$ cat src/rtl/aes_pkg.sv
// Shared AES definitions: forward S-box, GF(2^8) doubling, AES-128 sizing and
// the key-expander state encoding.
package aes_pkg;

    localparam int NR = 10;
    localparam int NK = 4;
    localparam logic [7:0] RCON_INIT = 8'h01;

    localparam logic [1:0] ST_IDLE   = 2'd0;
    localparam logic [1:0] ST_EXPAND = 2'd1;
    localparam logic [1:0] ST_DONE   = 2'd2;

    // Entry 0x00 sits in the top byte so the table reads like the FIPS-197 figure.
    localparam logic [2047:0] SBOX_TABLE = {
        128'h637c777bf26b6fc53001672bfed7ab76,
        128'hca82c97dfa5947f0add4a2af9ca472c0,
        128'hb7fd9326363ff7cc34a5e5f171d83115,
        128'h04c723c31896059a071280e2eb27b275,
        128'h09832c1a1b6e5aa0523bd6b329e32f84,
        128'h53d100ed20fcb15b6acbbe394a4c58cf,
        128'hd0efaafb434d338545f9027f503c9fa8,
        128'h51a3408f929d38f5bcb6da2110fff3d2,
        128'hcd0c13ec5f974417c4a77e3d645d1973,
        128'h60814fdc222a908846eeb814de5e0bdb,
        128'he0323a0a4906245cc2d3ac629195e479,
        128'he7c8376d8dd54ea96c56f4ea657aae08,
        128'hba78252e1ca6b4c6e8dd741f4bbd8b8a,
        128'h703eb5664803f60e613557b986c11d9e,
        128'he1f8981169d98e949b1e87e9ce5528df,
        128'h8ca1890dbfe6426841992d0fb054bb16
    };

    function automatic logic [7:0] sbox(input logic [7:0] x);
        return SBOX_TABLE[11'd2047 - {x, 3'b000} -: 8];
    endfunction

    function automatic logic [7:0] xtime(input logic [7:0] x);
        return {x[6:0], 1'b0} ^ (x[7] ? 8'h1b : 8'h00);
    endfunction

endpackage

$ cat src/rtl/aes_sub_word.sv
// Combinational SubWord: four independent forward S-box lookups on a 32-bit word.
module aes_sub_word
    import aes_pkg::*;
(
    input  logic [31:0] i_word,
    output logic [31:0] o_word
);

    assign o_word = {sbox(i_word[31:24]), sbox(i_word[23:16]),
                     sbox(i_word[15:8]),  sbox(i_word[7:0])};

endmodule

$ cat src/rtl/aes_key_expander.sv
// Iterative AES-128 key schedule: one round key per clock into an 11-entry
// register file, with a registered random-access read port.
module aes_key_expander
    import aes_pkg::*;
#(
    parameter int IDX_W = 4
) (
    input  logic                clk,
    input  logic                rst,
    input  logic                start,
    input  logic [32*NK-1:0]    key_in,
    output logic                busy,
    output logic                done,
    output logic                keys_valid,
    input  logic [IDX_W-1:0]    rk_idx,
    output logic [32*NK-1:0]    rk_out,
    output logic [1:0]          o_dbg_state
);

    localparam logic [IDX_W-1:0] LAST_IDX = IDX_W'(NR);

    logic [1:0]         r_state;
    logic [IDX_W-1:0]   r_cnt;
    logic [7:0]         r_rcon;
    logic               r_busy;
    logic               r_done;
    logic               r_keys_valid;
    logic [32*NK-1:0]   r_rk [0:NR];
    logic [32*NK-1:0]   r_rk_out;

    logic [IDX_W-1:0]   w_prev_idx;
    logic [32*NK-1:0]   w_prev;
    logic [31:0]        w_rot;
    logic [31:0]        w_sub;
    logic [31:0]        w_t;
    logic [31:0]        w_n0, w_n1, w_n2, w_n3;
    logic               w_accept;

    assign w_accept = (r_state == ST_IDLE) && start;

    // The previous round key is always the entry just below the write pointer.
    always_comb begin
        w_prev_idx = r_cnt - 1'b1;
        w_prev     = '0;
        if (w_prev_idx <= LAST_IDX) begin
            w_prev = r_rk[w_prev_idx];
        end
    end

    assign w_rot = {w_prev[23:0], w_prev[31:24]};

    aes_sub_word u_sub_word (
        .i_word (w_rot),
        .o_word (w_sub)
    );

    assign w_t  = w_sub ^ {r_rcon, 24'h0};
    assign w_n0 = w_prev[127:96] ^ w_t;
    assign w_n1 = w_prev[95:64]  ^ w_n0;
    assign w_n2 = w_prev[63:32]  ^ w_n1;
    assign w_n3 = w_prev[31:0]   ^ w_n2;

    always_ff @(posedge clk) begin
        if (rst) begin
            r_state      <= ST_IDLE;
            r_cnt        <= '0;
            r_rcon       <= RCON_INIT;
            r_busy       <= 1'b0;
            r_done       <= 1'b0;
            r_keys_valid <= 1'b0;
        end else begin
            case (r_state)
                ST_IDLE: begin
                    if (start) begin
                        r_rcon       <= RCON_INIT;
                        r_cnt        <= IDX_W'(1);
                        r_busy       <= 1'b1;
                        r_keys_valid <= 1'b0;
                        r_state      <= ST_EXPAND;
                    end
                end
                ST_EXPAND: begin
                    r_rcon <= xtime(r_rcon);
                    if (r_cnt == LAST_IDX) begin
                        r_busy       <= 1'b0;
                        r_done       <= 1'b1;
                        r_keys_valid <= 1'b1;
                        r_state      <= ST_DONE;
                    end else begin
                        r_cnt <= r_cnt + 1'b1;
                    end
                end
                ST_DONE: begin
                    r_done  <= 1'b0;
                    r_state <= ST_IDLE;
                end
                default: r_state <= ST_IDLE;
            endcase
        end
    end

    // Key storage is deliberately not cleared; keys_valid tells consumers when it is usable.
    always_ff @(posedge clk) begin
        if (!rst) begin
            if (w_accept) begin
                r_rk[0] <= key_in;
            end else if (r_state == ST_EXPAND) begin
                r_rk[r_cnt] <= {w_n0, w_n1, w_n2, w_n3};
            end
        end
    end

    always_ff @(posedge clk) begin
        if (rst) begin
            r_rk_out <= '0;
        end else begin
            r_rk_out <= (rk_idx <= LAST_IDX) ? r_rk[rk_idx] : '0;
        end
    end

    assign busy        = r_busy;
    assign done        = r_done;
    assign keys_valid  = r_keys_valid;
    assign rk_out      = r_rk_out;
    assign o_dbg_state = r_state;

endmodule
$ cat config.mk
export PLATFORM = sky130hd
export DESIGN_NAME = aes_key_expander
export DESIGN_NICKNAME = d
export VERILOG_FILES = /design/src/rtl/aes_pkg.sv /design/src/rtl/aes_sub_word.sv /design/src/rtl/aes_key_expander.sv
export SDC_FILE = /design/constraint.sdc
export NUM_CORES = 2
export LEC_CHECK = 0
export BUFFER_PORTS_ARGS = -buffer_cell sky130_fd_sc_hd__clkbuf_2
export CAP_MARGIN = 15
export CORE_MARGIN = 2
export CORE_UTILIZATION = 55
export DETAILED_ROUTE_END_ITERATION = 12
export PLACE_DENSITY = 0.72
export SYNTH_ARGS = -nofsm -noshare
export SYNTH_HDL_FRONTEND = slang
export SYNTH_SLANG_ARGS = --single-unit
$ cat constraint.sdc
create_clock -name clk -period 35.2 [get_ports clk]
set_input_delay 7.04 -clock clk [delete_from_list [all_inputs] [get_ports clk]]
set_output_delay 7.04 -clock clk [all_outputs]
set_load 0.01 [all_outputs]
# Word level (Yosys, flattened, before mapping)
# Memory sizes are Yosys's and may differ from the RTL's. A register that Yosys moved wholly into a read port is not among the register bits.
# Cells that the tools add are included.
[op_classes]
order_cmp = 2
shifts = 4
reduce_logical = 11
mux = 27
addsub = 6
eq_ne = 6
bitwise_logic = 7
[ops]
columns = ["op", "count"]
rows = [
  ["indexed part select 2055 x 12 -> 8 bit (first input constant)", 4],
  ["two-way mux 128 bit", 2],
  ["XOR 32 bit", 5],
  ["OR reduction 128 bit", 1],
  ["subtractor 11 bit (first input constant)", 4],
  ["case mux 8 bit (2 select lines)", 1],
  ["two-way mux 1 bit", 12],
  ["two-way mux 4 bit", 3],
  ["<= comparator 4 bit (second input constant)", 2],
  ["two-way mux 8 bit", 1],
  ["case mux 4 bit (2 select lines)", 1],
  ["XOR 8 x 5 -> 8 bit", 1],
  ["!= test 2 bit (second input constant)", 3],
  ["case mux 1 bit (2 select lines)", 3],
  ["AND reduction 2 bit", 3],
  ["AND reduction 3 bit", 2],
  ["two-way mux 5 bit", 1],
  ["adder 4 x 1 -> 4 bit (second input constant)", 1],
  ["equality test 4 bit (second input constant)", 1],
  ["two-way mux 2 bit", 2],
  ["case mux 2 bit (2 select lines)", 1],
  ["nonzero test 2 bit", 2],
  ["subtractor 4 x 1 -> 4 bit (second input constant)", 1],
  ["equality test 2 x 1 -> 1 bit (second input constant)", 1],
  ["5 further kinds", 5],
]
[word_totals]
reg_bits = 17
input_bits = 135
word_cells = 70
mem_count = 1
out_inout_bits = 133
mem_bits_rw = 1408
[mem_list]
columns = ["memory", "depth", "width", "read_ports", "rd_clocked_by_memory_dff", "wr", "line_no", "rtl"]
rows = [
  ["r_rk", 11, 128, 2, 1, 1, "aes_key_expander.sv:28", "logic [32*NK-1:0] r_rk [0:NR];"],
]

# Depth between registers and ports, before layout
[logic_depth]
word_depth = 11
mapped_depth = 28
depth_no_buf = 19

# Cells and area by module
# A second synthesis with hierarchy kept.
[unflattened]
cells_unflattened = 6946
area_unflattened_um2 = 86141.4
[modules_own_cells]
columns = ["module", "cells_each", "area_each_um2", "seq_area_each_um2", "instances"]
rows = [
  ["aes_key_expander", 4692, 72507.0, 45183.3, 1],
  ["aes_sub_word", 2254, 13634.3, 0.0, 1],
]

# Worst setup path before layout
# No wires, ideal clock.
[synth_path]
path_kind = "input to register"
start = "in rst"
end = "mem r_rk[2][0] in the netlist's numbering, enable pin"
setup_ps = 773
cell_stages = 6
required_time_ps = 34427
n_path_buf = 4
t_arrival_ps = 16678
path_slack_ps = 17749
path_cell_list = "nand2b_1 > clkbuf_1 > clkbuf_1 > clkbuf_1 > clkbuf_1 > nor3_1"
[synth_between]
elab_chain_cells = 4
elab_cells_between_ends = 7
cone_classes = "mux (6); reduce/logical (1)"
[synth_lines]
columns = ["element", "line_no", "rtl"]
rows = [
  ["start: declaration", "aes_key_expander.sv:9", "input logic rst,"],
  ["two-way mux 1 bit", "aes_key_expander.sv:104", "if (!rst) begin"],
  ["two-way mux 1 bit (implied by the code)", "aes_key_expander.sv:108", "r_rk[r_cnt] <= {w_n0, w_n1, w_n2, w_n3};"],
  ["OR reduction 128 bit (no line)", "n/a", ""],
  ["two-way mux 4 bit (no line) / two-way mux 1 bit (equally long branches)", "n/a", ""],
  ["end: declaration", "aes_key_expander.sv:28", ""],
]
# Several ways; a longest one is shown, not always the timed one.

# Worst setup path in the final report
[layout_path]
start = "in rst"
end = "mem r_rk[7][44] in the netlist's numbering, enable pin"
# The elaborated chain is that of the path after synthesis.

==> metrics <==
CP Class primary input to flip-flop; CTS buffer count 161; smallest hold slack 0.4879 ns; most frequent cells after synthesis edfxtp_1, nand2_1, a21oi_1; type of origin of the critical path primary input; Final Hold Vio Count 0; Synth top area share 48.56%; total track usage 39.31%; Crit path top cell by count buf_4; R2R cell count 22; FFs w/ async S/R, synth 0%; clk_lat worst skew 0.84 ns; dpl cell area 90310 µm²; Final nets 7312; fin cells 9343; vias in the first global route 66.29k; CORE AREA 157800 µm²; CP Capture Type flip-flop; fin crit period 10.88 ns; biggest area consumer among synthesized cells edfxtp_1; Ys Warns 0; Initial Util 55.16%; Rel. slew slack 14.86%; Cell Rows 146; worst vdd ir 0.05150 mV; sequential area share after synthesis 51.90%; R2R setup slack 24.98 ns; postcts setup bufs 0; pin count of the biggest net entering global routing 138; Synth Net Count 7278; drt wl/cell 34.75 µm; hpwl dp 202200 µm; Clk pin slew, worst setup/hold paths 0.06 ns; Syn Std Cell Area 87060 µm²; Synth-to-Final Area Change 10.32%; unrepaired setup endpoints after global routing no; area of the multi-input gates 39120 µm²; fin crit share 30.91%; # DRC 0; max-slew violations 0; CTS Sinks 1553; Worst R2R Start r_cnt[1]; Finish-stage setup viols 0; reg2reg end r_rk[0][53]; first-pass GRT wire length 464600 µm; slowest CP cell nor2_4; Synth Register Bits 1553; Post-synth EDFFs 1408; cts hold-fix bufs 0; die height 401.9 µm; post-synthesis average cell area 12.28 µm²; Hold Crit Class flip-flop to flip-flop; drt first pass iters 9; delay-heaviest family, CP buffers and inverters; CP peak stage delay 0.78 ns; die width 401.9 µm; Final Wtd Congestion 1.002; CTS tree built; CP Buf/Inv Count 4; ranking of synthesized cells by area edfxtp_1, mux4_2, mux2i_1; post-route cell area 96050 µm²; outcome completed; via count 69.86k; antenna-violating nets left 0; count of cell types in the netlist 108; Max clock buf depth 3; H-tree depth 4; Slew @ Worst Pin 1.271 ns; global route overflow 0; CP Cell Sequence clkbuf_2, nor2_4, buf_4, nand3b_1, nor2_4, buf_4, buf_4; crit-path max FO 47; Post-Place Cells 9011; Crit path depth 7; fill cell count 12.17k; final wirelength 324700 µm; required time worst endpoint 35.64 ns; DIE AREA 161500 µm²; crit path capture r_rk[7][44]; Fmax 91.91 MHz; FF+latch area 45190 µm²; Most used DFF post-synth edfxtp_1; Cells after Synth 7091; utilization after layout 60.86%; Ports 268; Worst Setup SP rst; layout cells sized above 1 19.74%; Power per Cell Area 61.82 nW/µm²; port bufs 267; count leader, synth edfxtp_1; Leak 31.81 nW; crit path DAT 11.32 ns; Vias/cell 7.477; CTS resizes 0; max_cap viols 0; final clock skew 0.05548 ns; setup tns final 0 ns; initial antenna violation count 22; 1st-iter DRT viols 11.56k; buffer type at the clock tree root clkbuf_16
[power by group]
part / switching, mW / internal (mW)
Combinational: 1.42 / 0.613
Sequential: 0.0197 / 2.10
Clock: 0.763 / 1.02
[sequential cells by signal, indices dropped and copies added, names as in the netlist]
signal and cells:
r_cnt 4, rk_out 128, o_dbg_state 2, keys_valid 1, busy 1, r_rcon 8, done 1, r_rk 1408
[worst register-to-register path, delay by kind of cell (launching register included)]
| kind | cells | cell delay, ns |
|---|---|---|
| AO/OA/AOI/OAI | 7 | 2.69 |
| XOR/XNOR | 2 | 1.14 |
| adder cells (fa/ha/maj) | 2 | 1.25 |
| buffers and inverters | 7 | 2.97 |
| flip-flops | 1 | 0.69 |
| multiplexers | 1 | 0.40 |
| AND/OR/NAND/NOR | 3 | 0.76 |
[cell families after synthesis]
kind of cell	Yosys count	synth area share [%]
xor gates and xnor gates	191	2.094
DFF	1553	51.90
muxes	879	17.33
adders and majority gates	52	0.7473
buffers and inverters	698	3.636
and+or+nand+nor	1787	9.409
AOI/OAI and AO/OA	1931	14.89
[layout make-up]
class                      count  share of cell area, %
timing repair buffer         530                  3.569
sequential                  1553                  47.05
clock buffer                 206                  4.571
clock inverter                93                  1.204
antenna                       10                0.02605
multi-input combinational   4840                  40.73
inverter                      39                 0.1550
tap                         2072                  2.699
[worst min-delay path by stage]
| stage | from | to | slack [ns] | cells after the start |
|---|---|---|---|---|
| final | r_rcon[0] | r_rcon[0] | 0.49 | 2 |
| after global routing | r_rcon[0] | r_rcon[0] | 0.52 | 2 |
| after CTS | r_rcon[0] | r_rcon[0] | 0.49 | 2 |
| after detailed placement | r_rcon[0] | r_rcon[0] | 0.48 | 2 |
| after global placement | r_rcon[0] | r_rcon[0] | 0.47 | 2 |
| after floorplan | r_rcon[0] | r_rcon[0] | 0.46 | 2 |
[per-stage QoR]
stage	power (mW)	setup slack [ns]
after floorplan	3.353	17.75
after global placement	4.087	23.76
after detailed placement	4.089	23.61
after CTS	5.849	24.47
after global routing	6.084	24.26
final	5.938	24.32
[placed cells by master, fill, tap and decap left out, drive strengths merged, types with 45 or more instances in the layout]
cell / synthesis / final
a211oi: 325 / 325
a21oi: 524 / 524
a311oi: 53 / 53
a31oi: 127 / 127
buf: 349 / 254
clkbuf: 310 / 482
clkinv: 2 / 63
dfxtp: 145 / 145
edfxtp: 1408 / 1408
ha: 52 / 52
mux2i: 350 / 350
mux4: 499 / 499
nand2: 625 / 625
nand3: 126 / 126
nand4: 48 / 48
nor2: 503 / 503
nor2b: 139 / 139
nor3: 155 / 155
o2111ai: 45 / 45
o211ai: 75 / 75
o21ai: 336 / 336
o22ai: 46 / 46
xnor2: 136 / 136
xor2: 55 / 55
[routing by layer]
| layer | GRT usage (%) | part of all wire, % | vias up |
|---|---|---|---|
| met5 | 0.4758 | 0.087 | - |
| met4 | 18.10 | 5.2 | 32 |
| met3 | 12.71 | 14 | 960 |
| met2 | 57.21 | 44 | 5734 |
| met1 | 53.85 | 37 | 34860 |
| li1 | - | - | 28270 |
Note: power is estimated with default switching activity, not from simulation.
